**src/rtl/dma_bus_master.sv**
```systemverilog
// Single-channel word-copy DMA initiator on the req/gnt/rvalid data bus.
// Optional grant-wait timeout enabled by defining DMA_TIMEOUT_EN.
module dma_bus_master #(
  parameter int LEN_W          = 16,
  parameter int TIMEOUT_CYCLES = 256
) (
  input  logic             clk,
  input  logic             rst,
  input  logic             cfg_start,
  input  logic [31:0]      cfg_src,
  input  logic [31:0]      cfg_dst,
  input  logic [LEN_W-1:0] cfg_len,
  input  logic             irq_clear,
  output logic             busy,
  output logic             done_irq,
  output logic             err,
  output logic             data_req,
  output logic             data_we,
  output logic [3:0]       data_be,
  output logic [31:0]      data_addr,
  output logic [31:0]      data_wdata,
  input  logic             data_gnt,
  input  logic             data_rvalid,
  input  logic [31:0]      data_rdata
);

  typedef enum logic [2:0] {
    IDLE, RD_REQ, RD_WAIT, WR_REQ, WR_WAIT
  } state_t;

  state_t           state, state_n;
  logic [31:0]      src, src_n;
  logic [31:0]      dst, dst_n;
  logic [31:0]      buffer, buffer_n;
  logic [LEN_W-1:0] count, count_n;
  logic             done_n, err_n;
  logic             req_n, we_n;
  logic [3:0]       be_n;
  logic [31:0]      addr_n, wdata_n;
  logic             err_q;
  logic             unused_low_bits;

  assign unused_low_bits = ^{cfg_src[1:0], cfg_dst[1:0]};

`ifdef DMA_TIMEOUT_EN
  localparam int TW = (TIMEOUT_CYCLES > 1) ? $clog2(TIMEOUT_CYCLES) : 1;
  localparam logic [TW-1:0] TMO_LOAD = TW'(TIMEOUT_CYCLES - 1);
  logic [TW-1:0] tmo, tmo_n;
  assign err = err_q;
`else
  logic unused_err_q;
  assign unused_err_q = err_q;
  assign err = 1'b0;
`endif

  // Next state, datapath and registered-output values.
  always_comb begin
    state_n  = state;
    src_n    = src;
    dst_n    = dst;
    buffer_n = buffer;
    count_n  = count;
    done_n   = done_irq;
    err_n    = err_q;
    req_n    = data_req;
    we_n     = data_we;
    be_n     = data_be;
    addr_n   = data_addr;
    wdata_n  = data_wdata;
`ifdef DMA_TIMEOUT_EN
    tmo_n    = tmo;
`endif
    if (irq_clear) begin
      done_n = 1'b0;
      err_n  = 1'b0;
    end
    unique case (state)
      IDLE: begin
        if (cfg_start) begin
          if (cfg_len != '0) begin
            src_n   = {cfg_src[31:2], 2'b00};
            dst_n   = {cfg_dst[31:2], 2'b00};
            count_n = cfg_len;
            done_n  = 1'b0;
            err_n   = 1'b0;
            state_n = RD_REQ;
            req_n   = 1'b1;
            we_n    = 1'b0;
            be_n    = 4'hF;
            addr_n  = {cfg_src[31:2], 2'b00};
          end else begin
            done_n = 1'b1;
          end
        end
      end
      RD_REQ, WR_REQ: begin
        if (data_gnt) begin
          req_n   = 1'b0;
          state_n = (state == RD_REQ) ? RD_WAIT : WR_WAIT;
        end
`ifdef DMA_TIMEOUT_EN
        else if (tmo == '0) begin
          req_n   = 1'b0;
          err_n   = 1'b1;
          done_n  = 1'b1;
          state_n = IDLE;
        end else begin
          tmo_n = tmo - 1'b1;
        end
`endif
      end
      RD_WAIT: begin
        if (data_rvalid) begin
          buffer_n = data_rdata;
          src_n    = src + 32'd4;
          state_n  = WR_REQ;
          req_n    = 1'b1;
          we_n     = 1'b1;
          be_n     = 4'hF;
          addr_n   = dst;
          wdata_n  = data_rdata;
        end
      end
      WR_WAIT: begin
        if (data_rvalid) begin
          dst_n   = dst + 32'd4;
          count_n = count - 1'b1;
          if (count == LEN_W'(1)) begin
            state_n = IDLE;
            done_n  = 1'b1;
          end else begin
            state_n = RD_REQ;
            req_n   = 1'b1;
            we_n    = 1'b0;
            be_n    = 4'hF;
            addr_n  = src;
          end
        end
      end
      default: state_n = IDLE;
    endcase
`ifdef DMA_TIMEOUT_EN
    if (state_n != state &&
        (state_n == RD_REQ || state_n == WR_REQ))
      tmo_n = TMO_LOAD;
`endif
  end

  // State, datapath and output registers.
  always_ff @(posedge clk or posedge rst) begin
    if (rst) begin
      state      <= IDLE;
      src        <= '0;
      dst        <= '0;
      buffer     <= '0;
      count      <= '0;
      busy       <= 1'b0;
      done_irq   <= 1'b0;
      err_q      <= 1'b0;
      data_req   <= 1'b0;
      data_we    <= 1'b0;
      data_be    <= '0;
      data_addr  <= '0;
      data_wdata <= '0;
    end else begin
      state      <= state_n;
      src        <= src_n;
      dst        <= dst_n;
      buffer     <= buffer_n;
      count      <= count_n;
      busy       <= (state_n != IDLE);
      done_irq   <= done_n;
      err_q      <= err_n;
      data_req   <= req_n;
      data_we    <= we_n;
      data_be    <= be_n;
      data_addr  <= addr_n;
      data_wdata <= wdata_n;
    end
  end

`ifdef DMA_TIMEOUT_EN
  // Grant-wait counter, reloaded on entry to a request state.
  always_ff @(posedge clk or posedge rst) begin
    if (rst) tmo <= '0;
    else     tmo <= tmo_n;
  end
`endif

endmodule

```
**config.mk**
```make
export PLATFORM = sky130hd
export DESIGN_NAME = dma_bus_master
export DESIGN_NICKNAME = d
export VERILOG_FILES = /design/src/rtl/dma_bus_master.sv
export SDC_FILE = /design/constraint.sdc
export NUM_CORES = 1
export LEC_CHECK = 0
export ABC_CLOCK_PERIOD_IN_PS = 8000
export CAP_MARGIN = 0
export CORE_ASPECT_RATIO = 0.6
export CORE_MARGIN = 3
export CORE_UTILIZATION = 50
export CTS_CLUSTER_DIAMETER = 120
export DETAILED_ROUTE_END_ITERATION = 10
export PLACE_DENSITY = 0.89
export SYNTH_ARGS = -nofsm -noshare
export SYNTH_HDL_FRONTEND = slang
export SYNTH_SLANG_ARGS = --single-unit
```
**constraint.sdc**
```tcl
create_clock -name clk -period 8 [get_ports clk]
set_input_delay 1.6 -clock clk [delete_from_list [all_inputs] [get_ports clk]]
set_output_delay 1.6 -clock clk [all_outputs]
set_load 0.01 [all_outputs]
```
==> results by group, run 1 <==
Detailed routing
  • Drt total wl: about 25000 um
  • Vias: 7782
  • Post-DRT Antenna Nets: 0
  • Routed len/inst: 19.9 um
  • Detailed-router iteration count before antenna repair: 8
  • DRC errors left: 0
  • DR vias/cell: 6.32
  • Starting DRC count in detailed routing: around 1200

Synthesis
  • Warnings, synthesis: 0
  • Post-synthesis mux area share: under 10%
  • Post-synthesis sequential area ratio: approximately 46%
  • Post-Synth XOR/XNOR Area: less than 1%
  • Syn_nets: roughly 990
  • Syn Area/Cell: around 9.3 um^2
  • Most common cell in the netlist: dfrtp_1
  • Top post-synthesis cells by area: dfrtp_1 (46%), a21oi_1 (7.1%), mux2_2 (4.9%), mux2i_1 (3.6%), o21ai_0 (3.2%)
  • Area fraction of the dominant cell type after synthesis: between 40% and 50%
  • Synth Flop Type: dfrtp_1
  • Distinct cells, synth: 56
  • FFs w/ async S/R, synth: 100%
  • Synth cell count leaders: dfrtp_1 (147), a21oi_1 (114), nor2_1 (61)
  • Adder-Cell Fraction of Synth Area: less than 1%
  • Main combinational cell family by area after synthesis: compound AO/OA/AOI/OAI gates
  • Count of flip-flops with a built-in enable after synthesis: 0
  • Compound-Gate Fraction of Synth Area: roughly a quarter
  • Cell accounting for the most synthesized area: dfrtp_1
  • Number of synthesized register bits: about 150
  • Post-Synth Simple-Gate Area: 15.4%
  • Synthesized cell area: a little over 0.008 mm^2
  • Synth Instances: 870

Floorplanning
  • Initial core utilization: ~52%
  • Die H: around 100 um
  • CORE AREA: between 0.015 and 0.02 mm^2
  • Die Area: roughly 0.018 mm^2
  • Num ports: roughly 190
  • # rows: 35
  • DIE WIDTH: between 150 and 200 um

Flow run
  • MaxCap Viol Count: 0

Clock tree
  • Clk root buf: clkbuf_16
  • Clock Pin Slew Worst Setup and Hold Paths: 0.07 ns
  • Post-CTS Setup Inserts: 0
  • CTS hold repair buffers: 0
  • CTS tree: yes
  • CTS buffer count: 17
  • H-tree Lvls: 4
  • CTS sink cnt: approximately 150
  • Clock latency on the worst-skew pair: 0.42 ns
  • Max clock buf depth: 2
  • Post_cts resized: 0

STA
  • Setup TNS Final: 0 ns
  • Tcrit/Tclk final: between 60 and 70%
  • Worst hold slack: 0.491 ns
  • Tightest Pin Transition: ~1.2 ns
  • Final Hold Fails: 0
  • Fmax: 205 MHz
  • Slew Limit Fails: 0
  • Final setup fails: 0
  • Final Critical Period: just under 5 ns
  • Setup Skew: just under 0.009 ns
  • Worst relative slew slack: 18.1%
  • RSZ-0062 raised after global routing: false
  • Final WS setup: 3.13 ns

Finish
  • Design area: about 0.011 mm^2
  • Layout filler cell count: about 1200
  • Nets: around 1100
  • Layout cells sized above 1: 8.85%
  • Non-Filler Instances: around 1200
  • Area grow syn2layout: 31.4%
  • Final design utilization: about 70%

Placed design
  • Inst Count DP: around 1200
  • Post-DP Area: between 0.009 and 0.01 mm^2
  • Final GP Congestion: roughly 0.92
  • Port bufs: roughly 190
  • Pre-CTS WS: roughly 2.8 ns
  • DP HPWL: ~17000 um

Power
  • Pwr dens: about 400 mW/mm^2
  • Peak supply drop: about 0.00024 V
  • Net Switching: roughly 1.7 mW
  • Power Internal: between 2 and 3 mW
  • Clock power share: 20.5%
  • P_leak: around 4.2 nW
  • Net Sw Frac: around 40%
  • Tot Pwr: 4.27 mW
  • Flop pwr share: a little over a third
  • Combinational share of power: approximately 44%

Critical path
  • Crit end category: flip-flop
  • CP required: about 8.3 ns
  • Critical path startpoint category: input port
  • Max FO, Critical Path: 37
  • CP arrival: slightly above 5 ns
  • Setup CP Type: input port to flip-flop

Global routing
  • Vias in the first global route: 7168
  • Largest net degree at the start of global routing: between 90 and 100
  • Initial antenna violation count: 1
  • First-pass GRT wire length: just under 40000 um
  • Gr ovfl total: 0
  • Total GRT Usage: between 20% and 30%

Outcome
  • Status: finished clean

Worst hold path
  • Worst hold path type: flip-flop to flip-flop
[cell usage in the layout (no fill, tap or decap), types with 15 or more instances in the layout]
cell	synthesis	final
o22ai_1	24	24
clkbuf_16	0	17
nand2_1	56	56
o22a_1	19	19
inv_1	35	34
clkdlybuf4s50_1	0	185
mux2i_1	29	29
nand4_1	28	28
mux2_2	35	35
and3_1	15	15
o21ai_0	52	52
a22o_1	26	26
dfrtp_1	147	147
nor2_1	61	60
a21oi_1	114	114
nand3_1	24	24
[layout make-up]
class / instances / area (um^2) / share of cell area (%)
Multi-Input combinational cell: 618 / 3980 / 37.5
Sequential cell: 147 / 3680 / 34.6
Timing Repair Buffer: 196 / 1930 / 18.2
Clock buffer: 17 / 425 / 4.01
Tap cell: 203 / 254 / 2.39
Clock inverter: 15 / 211 / 1.99
Inverter: 35 / 136 / 1.28
Antenna cell: 1 / 2.50 / 0.0236
[critical path, cell delays in order]
cell	delay (ns)
clkdlybuf4s50_1	0.54
nor4b_2	0.57
a21o_1	0.96
a31o_2	1.05
mux2_2	0.42
[routing by layer]
layer / GRT usage [%] / wire, um / vias to the layer above
met5: 0 / 0 / -
met1: 40.2 / 10500 / 3728
met3: 7.75 / 2800 / 43
met4: 6.83 / 403 / 0
met2: 39.8 / 10900 / 471
li1: - / - / 3540
[final timing paths]
kind / slack (ns) / cells after the start / startpoint / end
min in group asynchronous: 1.69 / 2 / rst / data_wdata[3]$_DFFE_PP0P_
min reg2reg: 0.49 / 1 / data_req$_DFFE_PP0P_ / data_req$_DFFE_PP0P_
max reg2reg: 4.14 / 4 / state[2]$_DFF_PP0_ / data_addr[29]$_DFFE_PP0P_
min: 0.49 / 1 / data_req$_DFFE_PP0P_ / data_req$_DFFE_PP0P_
max in group asynchronous: 4.97 / 3 / rst / src[11]$_DFFE_PP0P_
max: 3.13 / 5 / cfg_start / data_addr[29]$_DFFE_PP0P_
[flip-flops by register name, summed over array words and instances (netlist names)]
name	count
src	30
done_irq	1
data_req	1
data_we	1
data_be	1
dst	30
data_wdata	32
state	3
data_addr	31
count	16
busy	1
[logic make-up (layout without fill, tap and decap cells)]
group	Yosys count	in the layout
flip-flops	147	147
adder cells (fa/ha/maj)	4	4
XOR/XNOR	2	2
AO/OA/AOI/OAI	307	307
other	1	2
buffers and inverters	105	263
multiplexers	64	64
AND/OR/NAND/NOR	240	240
[power by group through the flow]
stage               combinational [mW]  clock, mW  sequential (mW)
CTS                               1.87      0.881             1.50
finish                            1.88      0.874             1.51
global route                      2.05      0.914             1.57
detailed placement                1.85          0             1.50
floorplan                         1.18          0             1.45
global placement                  1.79          0             1.48
Note: power is estimated with default switching activity, not from simulation.
==> inputs of run 2 (changes only) <==
- ABC_CLOCK_PERIOD_IN_PS: 8000 -> 4100
- CORE_UTILIZATION: 50 -> 46
- PLACE_DENSITY: 0.89 -> 0.87
- clock period: 8 -> 4.1 ns (I/O delays scaled with it)
==> run 2 against run 1 <==
Net effect: clock power grew 89%; largest power group unchanged; largest cell class unchanged; clock-buffer cell count stayed put; first-iteration DRC count grew 3.0%; setup slack lost 2.2 ns; wire length grew 0.17%; highest routed layer unchanged; design area is 0.91% higher; power grew 95%; non-clock buffer count grew 9; via count increased by 0.45%; hold slack better by 0.0078 ns.
==> results by group, run 2 (same netlist as run 1, synthesis figures left out) <==
Outcome
  • Status: finished clean

Power
  • Peak supply drop: about 0.00045 V
  • P_leak: 4.28 nW
  • Pwr dens: 776 mW/mm^2

Critical path
  • Largest stage delay, worst path: about 0.58 ns
  • Cells along the critical path: clkdlybuf4s50_1 > nor4_1 > nand4_1 > a21o_1 > a31o_2 > buf_4 > mux2i_1
  • Setup CP Type: input port to flip-flop
  • CP max-delay cell: nor4_1
  • CP arrival: about 3.4 ns
  • Critical path startpoint category: input port
  • Max FO, Critical Path: 21
  • Buf+Inv Stages, Crit Path: 2
  • Crit path max-delay family: simple AND/OR/NAND/NOR gates
  • Crit end category: flip-flop
  • CP required: between 4 and 5 ns

Global routing
  • Gr ovfl total: 0
  • Total GRT Usage: 25.1%
  • First-pass GRT wire length: ~38000 um
  • Vias in the first global route: ~7100
  • Largest net degree at the start of global routing: 95
  • Initial antenna violation count: 0

Finish
  • Most frequent cells in the layout: clkdlybuf4s50_1 (185), dfrtp_1 (147), a21oi_1 (114)
  • Nets: roughly 1100
  • Max reg flops: 32
  • Leading registers by flop count: data_wdata (32), data_addr (31)
  • Reg with most FFs: data_wdata
  • Design area: ~0.011 mm^2
  • Layout cells sized above 1: around a tenth
  • Leading cell type in the layout, fill and taps excluded: clkdlybuf4s50_1
  • Area grow syn2layout: 32.6%
  • Non-Filler Instances: about 1300

Clock tree
  • H-tree Lvls: 4
  • Clock Pin Slew Worst Setup and Hold Paths: 0.07 ns
  • CTS hold repair buffers: 0
  • CTS buffer count: 17
  • CTS sink cnt: ~150
  • Post-CTS Setup Inserts: 0
  • Max clock buf depth: 2
  • Clock latency on the worst-skew pair: about 0.42 ns
  • Post_cts resized: 0
  • CTS tree: yes
  • Clk root buf: clkbuf_16

STA
  • Worst relative slew slack: around 16%
  • Slew Limit Fails: 0
  • RSZ-0062 raised after global routing: false
  • Setup TNS Final: 0 ns
  • Tightest Pin Transition: approximately 1.3 ns
  • Final WS setup: ~0.95 ns
  • Fmax: between 300 and 400 MHz
  • Setup Skew: roughly 0.013 ns
  • Tcrit/Tclk final: 76.8%
  • Final setup fails: 0
  • Final Critical Period: 3.15 ns
  • Final Hold Fails: 0

Detailed routing
  • Detailed-router iteration count before antenna repair: 6
  • Vias: ~7800
  • DRC errors left: 0
  • Routed len/inst: 19.4 um
  • Starting DRC count in detailed routing: between 1000 and 1500
  • DR vias/cell: slightly above 6
  • Drt total wl: ~25000 um
  • Post-DRT Antenna Nets: 0

Floorplanning
  • Die Area: around 0.019 mm^2
  • Initial core utilization: between 40% and 50%
  • CORE AREA: ~0.017 mm^2
  • Num ports: approximately 190
  • # rows: 36
  • DIE WIDTH: around 180 um
  • Die H: roughly 110 um

Placed design
  • Inst Count DP: 1233
  • Post-DP Area: 0.0101 mm^2
  • DP HPWL: 17500 um
  • Pre-CTS WS: approximately 0.57 ns
  • Port bufs: between 150 and 200
  • Final GP Congestion: 0.916

Worst hold path
  • Worst hold path type: flip-flop to flip-flop

Flow run
  • MaxCap Viol Count: 0
-- run 2: cell count changes in the layout (fill, tap and decap cells not counted), sizes merged --
cell and delta:
clkinv +2, bufinv -1, inv -1, buf +9
-- run 2: layout make-up --
| class | count | area, um^2 |
|---|---|---|
| Inverter | 35 | 135 |
| Antenna cell | 1 | 2.50 |
| Tap cell | 228 | 285 |
| Timing Repair Buffer | 205 | 2030 |
| Multi-Input combinational cell | 618 | 3980 |
| Clock buffer | 17 | 425 |
| Sequential cell | 147 | 3680 |
| Fill cell | 1318 | 5990 |
| Clock inverter | 15 | 185 |
-- run 2: stage by stage --
step | total power [mW] | hold WS [ns] | utilization, %
3_5_place_dp | 6.60 | 0.486 | 60.5
6_report | 8.31 | 0.499 | 64.1
4_1_cts | 8.27 | 0.501 | 64.1
5_1_grt | 8.81 | 0.517 | 64.1
2_1_floorplan | 5.13 | 0.470 | -
3_3_place_gp | 6.45 | 0.470 | 60.5
-- run 2: per-layer routing --
layer	track usage [%]	wire, um	vias up
met3	6.37	2810	50
met4	6.39	395	0
li1	-	-	3562
met1	36.8	10600	3698
met5	0	0	-
met2	37.3	10800	507
-- run 2: path summary, 6_finish.rpt --
kind / start / to / slack, ns / depth (start not counted)
worst max-delay path: cfg_len[0] / data_addr[10]$_DFFE_PP0P_ / 0.95 / 7
worst min-delay path: data_req$_DFFE_PP0P_ / data_req$_DFFE_PP0P_ / 0.50 / 1
min in group asynchronous: rst / data_wdata[26]$_DFFE_PP0P_ / 0.95 / 2
worst min register to register: data_req$_DFFE_PP0P_ / data_req$_DFFE_PP0P_ / 0.50 / 1
max in group asynchronous: rst / data_addr[1]$_DFFE_PP0P_ / 2.28 / 3
worst max register to register: state[2]$_DFF_PP0_ / count[14]$_DFFE_PP0P_ / 1.37 / 5
-- run 2: power by group --
part / internal (mW) / total, mW / switching (mW)
sequential: 2.18 / 2.95 / 0.770
combinational: 1.84 / 3.72 / 1.88
clock: 0.929 / 1.65 / 0.720
total: 4.94 / 8.31 / 3.37
==> inputs of run 3 (changes only) <==
- ABC_CLOCK_PERIOD_IN_PS: 4100 -> 2600
- clock period: 4.1 -> 2.6 ns (I/O delays scaled with it)
==> run 3 against run 2 <==
Net effect: global-route usage is 0.91 points higher; core utilization up 1.9 points; register-to-register slack got worse by 1.2 ns; clock skew up 0.0056 ns; via count up 1.5%; wire length grew 2.5%; largest cell class unchanged; highest routed layer unchanged.
==> results by group, run 3 (same netlist as run 1, synthesis figures left out) <==
STA
  • Tcrit/Tclk final: between 90% and 100%
  • Final Critical Period: ~2.4 ns
  • Worst hold slack: around 0.46 ns
  • Fmax: a little over 400 MHz
  • Final setup fails: 0
  • Setup TNS Final: 0 ns
  • Final WS setup: 0.181 ns
  • Setup Skew: roughly 0.019 ns
  • Slew Limit Fails: 0
  • Worst relative slew slack: between 50% and 60%
  • Tightest Pin Transition: approximately 0.67 ns
  • RSZ-0062 raised after global routing: false
  • Final Hold Fails: 0

Detailed routing
  • Detailed-router iteration count before antenna repair: 6
  • DRC errors left: 0
  • Post-DRT Antenna Nets: 0
  • Starting DRC count in detailed routing: around 1000
  • Drt total wl: 25200 um
  • Vias: approximately 7900
  • Routed len/inst: slightly below 20 um
  • DR vias/cell: approximately 6.1

Global routing
  • Largest net degree at the start of global routing: 95
  • Initial antenna violation count: 1
  • Total GRT Usage: between 20% and 30%
  • Vias in the first global route: between 7000 and 8000
  • First-pass GRT wire length: 39600 um
  • Gr ovfl total: 0

Critical path
  • CP required: between 2 and 3 ns
  • Max FO, Critical Path: 11
  • Worst Setup SP: count[8]$_DFFE_PP0P_
  • CP max-delay cell: or4_4
  • Critical path startpoint category: flip-flop
  • R2R Path End: data_addr[11]$_DFFE_PP0P_
  • Crit end category: flip-flop
  • Crit path to: data_addr[11]$_DFFE_PP0P_
  • Setup CP Type: flip-flop to flip-flop
  • CP arrival: 2.71 ns
  • Largest stage delay, worst path: 0.57 ns
  • Worst reg2reg path depth: 6
  • Cells along the critical path: or4_4 > nor4b_4 > nand4_1 > a31o_2 > buf_4 > mux2i_1
  • Worst r2r src: count[8]$_DFFE_PP0P_
  • R2r setup slk: between 0.15 and 0.2 ns

Clock tree
  • Clock Pin Slew Worst Setup and Hold Paths: 0.08 ns
  • Clk root buf: clkbuf_16
  • Post_cts resized: 0
  • H-tree Lvls: 4
  • Clock latency on the worst-skew pair: between 0.4 and 0.5 ns
  • CTS tree: yes
  • CTS buffer count: 17
  • CTS hold repair buffers: 0
  • Max clock buf depth: 2
  • Post-CTS Setup Inserts: 0
  • CTS sink cnt: roughly 150

Placed design
  • Pre-CTS WS: -0.0679 ns
  • Post-DP Area: 0.0104 mm^2
  • DP HPWL: between 15000 and 20000 um
  • Final GP Congestion: slightly above 0.9
  • Port bufs: ~190

Floorplanning
  • Num ports: approximately 190
  • Die Area: 0.0192 mm^2
  • Initial core utilization: 48.4%
  • # rows: 36
  • CORE AREA: 0.0167 mm^2
  • DIE WIDTH: about 180 um
  • Die H: between 100 and 150 um

Finish
  • Multi-input gate area: approximately 0.0040 mm^2
  • Leading cell type in the layout, fill and taps excluded: clkdlybuf4s50_1
  • Seq. cell area: about 0.0037 mm^2
  • Layout filler cell count: 1256
  • Leading registers by flop count: data_wdata (32), data_addr (31)
  • Max reg flops: 32
  • Most frequent cells in the layout: clkdlybuf4s50_1 (185), dfrtp_1 (147), a21oi_1 (114)
  • Area grow syn2layout: 36.5%
  • Layout cells sized above 1: between 10% and 20%
  • Reg with most FFs: data_wdata
  • Nets: roughly 1200
  • Design area: ~0.011 mm^2

Power
  • P_leak: ~4.5 nW
  • Tot Pwr: between 10 and 15 mW
  • Peak supply drop: 0.000607 V
  • Pwr dens: approximately 1200 mW/mm^2

Outcome
  • Status: finished clean

Worst hold path
  • Worst hold path type: input port to async pin

Flow run
  • MaxCap Viol Count: 0
==> run 3: through the flow <==
step,cells,utilization (%)
3_5_place_dp,1267,62.4
4_1_cts,1299,66.0
2_1_floorplan,870,-
5_1_grt,1300,66.0
3_3_place_gp,1267,62.4
6_report,1300,66.0
==> run 3: worst max-delay path: cells and delay by family (launching register included) <==
family | cells | cell delay, ns
compound gates | 1 | 0.43
buf+inv | 1 | 0.25
flops | 1 | 0.42
mux | 1 | 0.14
simple gates | 3 | 1.04
==> run 3: area by class of cell <==
class / count / area share (%)
Antenna cell: 1 / 0.0227
Sequential cell: 147 / 33.4
Clock inverter: 14 / 1.40
Timing Repair Buffer: 239 / 21.4
Clock buffer: 18 / 3.98
Multi-Input combinational cell: 618 / 36.1
Tap cell: 228 / 2.59
Inverter: 35 / 1.23
==> run 3: per-layer routing <==
metal  global-route usage [%]  up-vias  share of wire, %
li1                         -     3629                 -
met1                     37.4     3786                42
met2                     40.2      485                45
met3                     5.78       33                11
met4                     6.72        0               1.4
met5                        0        -                 0
==> run 3: report_power, final <==
group | leakage [nW] | switching, mW | internal, mW
Sequential | 1.71 | 1.22 | 3.43
Clock | 0.288 | 1.09 | 1.39
Combinational | 2.46 | 3.01 | 3.06
Total | 4.46 | 5.32 | 7.88
==> run 3: how the worst min path moves through the flow <==
stage	start	to	slack, ns	cells past startpoint
after floorplan	count[12]$_DFFE_PP0P_	count[12]$_DFFE_PP0P_	0.47	2
after global placement	data_req$_DFFE_PP0P_	data_req$_DFFE_PP0P_	0.46	1
after detailed placement	data_req$_DFFE_PP0P_	data_req$_DFFE_PP0P_	0.47	1
after CTS	rst	data_addr[12]$_DFFE_PP0P_	0.45	2
after global routing	rst	data_addr[12]$_DFFE_PP0P_	0.46	2
final	rst	data_wdata[26]$_DFFE_PP0P_	0.46	2
